## config.mk

```make
export PLATFORM = sky130hd
export DESIGN_NAME = vga_scanout
export DESIGN_NICKNAME = d
export VERILOG_FILES = /design/src/rtl/vga_scanout.sv
export SDC_FILE = /design/constraint.sdc
export NUM_CORES = 1
export LEC_CHECK = 0
export ABC_AREA = 1
export ABC_CLOCK_PERIOD_IN_PS = 3930
export CAP_MARGIN = 0
export CORE_ASPECT_RATIO = 0.75
export CORE_MARGIN = 5
export CORE_UTILIZATION = 35
export CTS_CLUSTER_SIZE = 20
export DETAILED_ROUTE_END_ITERATION = 8
export GPL_ROUTABILITY_DRIVEN = 0
export PLACE_DENSITY_LB_ADDON = 0.08
export SYNTH_ARGS = -nofsm -noshare
export SYNTH_HDL_FRONTEND = slang
export SYNTH_SLANG_ARGS = --single-unit
```

## constraint.sdc

```tcl
create_clock -name clk -period 3.93 [get_ports clk]
set_input_delay 0.786 -clock clk [delete_from_list [all_inputs] [get_ports clk]]
set_output_delay 0.786 -clock clk [all_outputs]
set_load 0.1 [all_outputs]
```

## src/rtl/vga_scanout.sv

```systemverilog
// VGA scanout: drains a show-ahead pixel FIFO at pixel rate during the visible region
// and generates registered rgb/hsync/vsync/blank aligned to each other.
module vga_scanout #(
  parameter int unsigned H_ACTIVE = 640,
  parameter int unsigned H_FP     = 16,
  parameter int unsigned H_SYNC   = 96,
  parameter int unsigned H_BP     = 48,
  parameter int unsigned V_ACTIVE = 480,
  parameter int unsigned V_FP     = 10,
  parameter int unsigned V_SYNC   = 2,
  parameter int unsigned V_BP     = 33,
  parameter bit          SYNC_POL = 1'b0
) (
  input  logic        clk,
  input  logic        rst,
  input  logic        pix_ce,
  input  logic [23:0] fifo_data,
  input  logic        fifo_empty,
  input  logic        fifo_full,
  output logic        fifo_rd_en,
  output logic [23:0] rgb,
  output logic        hsync,
  output logic        vsync,
  output logic        blank,
  output logic        frame_start,
  output logic        underflow
);

  localparam int unsigned HTotal = H_ACTIVE + H_FP + H_SYNC + H_BP;
  localparam int unsigned VTotal = V_ACTIVE + V_FP + V_SYNC + V_BP;

  localparam logic [9:0] HAct      = 10'(H_ACTIVE);
  localparam logic [9:0] HSyncBeg  = 10'(H_ACTIVE + H_FP);
  localparam logic [9:0] HSyncEnd  = 10'(H_ACTIVE + H_FP + H_SYNC);
  localparam logic [9:0] HLast     = 10'(HTotal - 1);
  localparam logic [9:0] VAct      = 10'(V_ACTIVE);
  localparam logic [9:0] VSyncBeg  = 10'(V_ACTIVE + V_FP);
  localparam logic [9:0] VSyncEnd  = 10'(V_ACTIVE + V_FP + V_SYNC);
  localparam logic [9:0] VLast     = 10'(VTotal - 1);

  typedef enum logic [0:0] {StPrime, StRun} state_e;

  state_e      state_q, state_d;
  logic [9:0]  h_cnt_q, h_cnt_d;
  logic [9:0]  v_cnt_q, v_cnt_d;
  logic [23:0] rgb_q, rgb_d;
  logic        hsync_q, hsync_d;
  logic        vsync_q, vsync_d;
  logic        blank_q, blank_d;
  logic        frame_start_q, frame_start_d;
  logic        underflow_q, underflow_d;

  logic run_ce;
  logic visible;
  logic h_sync_on;
  logic v_sync_on;

  assign run_ce    = (state_q == StRun) && pix_ce;
  assign visible   = (h_cnt_q < HAct) && (v_cnt_q < VAct);
  assign h_sync_on = (h_cnt_q >= HSyncBeg) && (h_cnt_q < HSyncEnd);
  assign v_sync_on = (v_cnt_q >= VSyncBeg) && (v_cnt_q < VSyncEnd);

  // Show-ahead FIFO: the head is consumed on the same edge that captures it into rgb.
  assign fifo_rd_en = run_ce && visible && !fifo_empty;

  always_comb begin
    state_d = state_q;
    unique case (state_q)
      StPrime: if (pix_ce && fifo_full) state_d = StRun;
      StRun:   state_d = StRun;
      default: state_d = StPrime;
    endcase
  end

  always_comb begin
    h_cnt_d       = h_cnt_q;
    v_cnt_d       = v_cnt_q;
    rgb_d         = rgb_q;
    hsync_d       = hsync_q;
    vsync_d       = vsync_q;
    blank_d       = blank_q;
    underflow_d   = underflow_q;
    frame_start_d = run_ce && (h_cnt_q == 10'd0) && (v_cnt_q == 10'd0);

    if (run_ce) begin
      rgb_d   = fifo_rd_en ? fifo_data : 24'h0;
      blank_d = !visible;
      hsync_d = h_sync_on ? SYNC_POL : ~SYNC_POL;
      vsync_d = v_sync_on ? SYNC_POL : ~SYNC_POL;
      if (visible && fifo_empty) underflow_d = 1'b1;

      // Raster never stalls on underflow; timing stays locked to pix_ce.
      if (h_cnt_q == HLast) begin
        h_cnt_d = 10'd0;
        v_cnt_d = (v_cnt_q == VLast) ? 10'd0 : v_cnt_q + 10'd1;
      end else begin
        h_cnt_d = h_cnt_q + 10'd1;
      end
    end
  end

  always_ff @(posedge clk or posedge rst) begin
    if (rst) begin
      state_q       <= StPrime;
      h_cnt_q       <= 10'd0;
      v_cnt_q       <= 10'd0;
      rgb_q         <= 24'h0;
      hsync_q       <= ~SYNC_POL;
      vsync_q       <= ~SYNC_POL;
      blank_q       <= 1'b1;
      frame_start_q <= 1'b0;
      underflow_q   <= 1'b0;
    end else begin
      state_q       <= state_d;
      h_cnt_q       <= h_cnt_d;
      v_cnt_q       <= v_cnt_d;
      rgb_q         <= rgb_d;
      hsync_q       <= hsync_d;
      vsync_q       <= vsync_d;
      blank_q       <= blank_d;
      frame_start_q <= frame_start_d;
      underflow_q   <= underflow_d;
    end
  end

  assign rgb         = rgb_q;
  assign hsync       = hsync_q;
  assign vsync       = vsync_q;
  assign blank       = blank_q;
  assign frame_start = frame_start_q;
  assign underflow   = underflow_q;

endmodule

```

# --- After elaboration in Yosys (flattened, before gate mapping) ---
# Index checks and enable logic that the tools add are counted.
word_totals:
  word_cells: 43
  reg_bits: 50
classes:
  reduce_logical: 16
  n_mux: 7
  n_bitwise: 1
  eq_ne: 2
  n_lt_le_gt_ge: 6
  addsub: 2
op_table:
  columns: ["op", "n"]
  rows:
  - ["24-bit two-way mux", 1]
  - ["10-bit by 1-bit adder with 10-bit output, second input constant", 2]
  - ["10-bit == test, second input constant", 2]
  - ["10-bit logical NOT", 2]
  - ["10-bit < comparator, second input constant", 2]
  - ["10-bit by 9-bit < comparator with 1-bit output, second input constant", 2]
  - ["10-bit two-way mux", 2]
  - ["10-bit greater-or-equal comparator, second input constant", 1]
  - ["10-bit by 9-bit greater-or-equal comparator with 1-bit output, second input constant", 1]
  - ["1-bit logical AND", 10]
  - ["2-bit AND reduction", 2]
  - ["1-bit two-way mux", 3]
  - ["1-bit logical NOT", 2]
  - ["1-bit one-hot mux with 2 select lines", 1]
  - ["1-bit inverter", 1]

# --- Longest topological paths before layout ---
logic_depth:
  word_depth: 5
  ltp_mapped: 9
  ltp_nobuf: 7

# --- Worst setup path after synthesis ---
# No wires, ideal clock.
synth_timing:
  path_kind: "input-to-output"
  from: "in pix_ce"
  to: "out fifo_rd_en"
  path_buffers: 1
  slack_ps: 1608
  stages: 6
  required_time_ps: 3144
  arrival_ps: 1536
  path_cell_list: "nand2_1 nor2_1 and2_1 nand3b_2 inv_4 buf_6"
synth_between:
  elab_chain_cells: 3
synth_rtl:
  columns: ["element", "line", "text"]
  rows:
  - ["from (decl)", "16", "input logic pix_ce,"]
  - ["1-bit logical AND", "58", "assign run_ce = (state_q == StRun) && pix_ce;"]
  - ["1-bit logical AND (2 in a row)", "64", "assign fifo_rd_en = run_ce && visible && !fifo_empty;"]
  - ["to (decl)", "20", "output logic fifo_rd_en,"]
# No other way between the ends.

# --- Final worst setup path ---
# Same ends and word-level chain as after synthesis.

==> metrics <==
hpwl dp=3947 µm; Crit path required time=3140 ps; CP max stage cell=clkdlybuf4s50_1; H-tree depth=2; total congestion overflow=0; Die Width=105.4 µm; area leader, netlist=dfrtp_1; CTS sink count=50; most instantiated library cell after synthesis=nand2_1; switching power=0.0003854 W; register area share after synthesis=52.51%; placed instance area=0.003052 mm²; Max clock buf depth=2; final net count=380; Yosys cell types=31; cells after synthesis=286; first-pass GRT wire length=9183 µm; async set-reset flop share out of synthesis=100.0%; syn_area_per_cell=8.356 µm²; syn nets=319; Final Non-Filler Cells=432; Final min period=2954 ps; Die ar.=0.008598 mm²; leakage power=1.516 nW; Flop pwr share=51.6%; core area=0.006734 mm²; Die Span Y=81.56 µm; Worst slew margin=32.94%; Critical Path Sink Type=output pin; crit-path max FO=25; GR Util All Layers=13.44%; clk_lat worst skew=300 ps; critical path's largest stage delay=470 ps; Clock Skews=8.222 ps; ranking of synthesized cells by area=dfrtp_1 (49%), nand2_1 (17%), inv_1 (3.8%), nor2_1 (3.8%), dfstp_2 (3.3%); Comb power frac=21.4%; Initial Util=35.49%; setup violators final=0; Final Power=0.001175 W; port bufs=58; largest net degree at the start of global routing=30; setup TNS=0 ps; power share of the clock group=27.0%; Vias/cell=4.556; fin. max-slew vios=0; Internal Power=0.0007897 W; fin area=0.003147 mm²; fill cell count=677; Startpoint Class=primary input; Iteration-0 DRC Markers=95; synth cell count leaders=nand2_1 (108), dfrtp_1 (47), inv_1 (24), nor2_1 (24), nand3_1 (15); initial antenna violation count=0; CTS Buf Count=5; overall routed net length=5363 µm; min-delay worst type=reg -> reg; pwr dens=373.5 mW/mm²; Post-CTS Resized=0; remaining antenna violation count=0; max_cap viols=0; proportion of netlist area held by the largest area contributor=49.21%; I/O pins=59; Slew @ Worst Pin=1003 ps; # diodes=0; R2R Setup Slk=2140 ps; DRT Pass-1 Iters=4; Root Buffer=clkbuf_8; RSZ-0062 raised after global routing=false; Final Hold Fails=0; DR vias=1968; setup bufs post-CTS=0; CP cell instances=clkdlybuf4s50_1 > nand2_1 > nor2_1 > and2_1 > nand3b_2 > inv_4 > buf_12; synthesized flop and latch total=50; f_max=0.3385 GHz; Switching Share=32.80%; drt wl/cell=12.41 µm; post-route DRC violation count=0; status=finished clean; placed insts=424; Post-CTS Hold Buffers=0; Layout area overhead=31.68%; Post-synth EDFFs=0; dominant synthesized flop cell=dfrtp_1; Post-Synthesis Cell Area=0.002390 mm²; site row count=26; final core utilization=46.73%; CTS clk-pin slew, worst paths=90 ps; Tcrit/Tclk final=75.17%; Worst EP arrival=2170 ps; Synth Warn #=0; Max IR drop VDD=292.2 µV; vias in the first global route=1857; crit path kind=in -> out; layout cells sized above 1=9.483%; CTS tree=built
## critical path: cells and delay by family
family / cells / cell delay (ps)
buffers and inverters: 3 / 910
and+or+nand+nor: 4 / 460
## area by class of cell
class	instances	area, µm²	share of cell area [%]
sequential	50	1255	39.88
clock buffer	6	82.58	2.624
inverter	27	103.9	3.300
tap	84	105.1	3.340
clock inverter	2	12.51	0.3976
timing repair buffer	61	613.1	19.48
multi-input combinational	202	974.7	30.97
## power groups by stage
stage                     combinational, W  clock [W]  sequential, W
final                             0.000251   0.000317       0.000607
after global routing              0.000275   0.000352       0.000616
after CTS                         0.000256   0.000332       0.000608
after detailed placement          0.000254          0       0.000618
after global placement            0.000253          0       0.000618
after floorplan                   0.000105          0       0.000680
## cell usage in the layout, fill, tap and decap left out, types with 2 or more instances in the layout
cell	n
o21bai_1	2
dfstp_2	3
o21ai_2	3
nand3_2	2
a21oi_1	2
dfrtp_1	47
nand4_1	6
nand2_2	2
inv_2	3
ha_1	4
inv_1	23
nor2_2	2
xnor2_1	3
nor2_4	3
nand3_1	15
buf_4	3
nor3_1	7
nand2_1	108
clkdlybuf4s50_1	57
clkbuf_8	6
o21ai_0	9
nor2_1	24
xor2_1	3
## per-layer routing
| metal | GRT usage [%] | vias to the layer above | part of all wire [%] |
|---|---|---|---|
| met3 | 3.456 | 5 | 5.5 |
| met2 | 19.02 | 45 | 42 |
| met5 | 0 | - | 0 |
| li1 | - | 1023 | - |
| met1 | 20.09 | 895 | 52 |
| met4 | 3.932 | 0 | 0.69 |
## path summary, 6_finish.rpt
check | start | endpoint | depth (start not counted)
min in group asynchronous | rst | state_q | 2
max in group asynchronous | rst | h_cnt_q[5] | 3
hold / removal | state_q | state_q | 1
setup reg to reg | state_q | v_cnt_q[1] | 7
setup / recovery | pix_ce | fifo_rd_en | 7
hold reg to reg | state_q | state_q | 1
## metrics by stage
step                      setup slack (ps)  hold WS, ps
after global routing                 868.5        499.1
after floorplan                       1608        428.1
final                                976.0        461.3
after detailed placement             956.2        448.7
after CTS                            950.3        470.7
after global placement               958.6        447.9
## cells by family (layout without fill, tap and decap cells)
group / Yosys count / in the layout / synth area share [%]
XOR/XNOR: 6 / 6 / 2.199
AND/OR/NAND/NOR: 172 / 172 / 31.20
buffers and inverters: 34 / 96 / 6.702
AO/OA/AOI/OAI: 20 / 20 / 5.288
flip-flops: 50 / 50 / 52.51
adder cells (fa/ha/maj): 4 / 4 / 2.094
## state kept, by name, summed over array words and instances, names as in the netlist
register and cells:
blank 1, frame_start 1, h_cnt_q 10, hsync 1, rgb 24, state_q 1, underflow 1, v_cnt_q 10
vsync 1
Note: power is estimated with default switching activity, not from simulation.
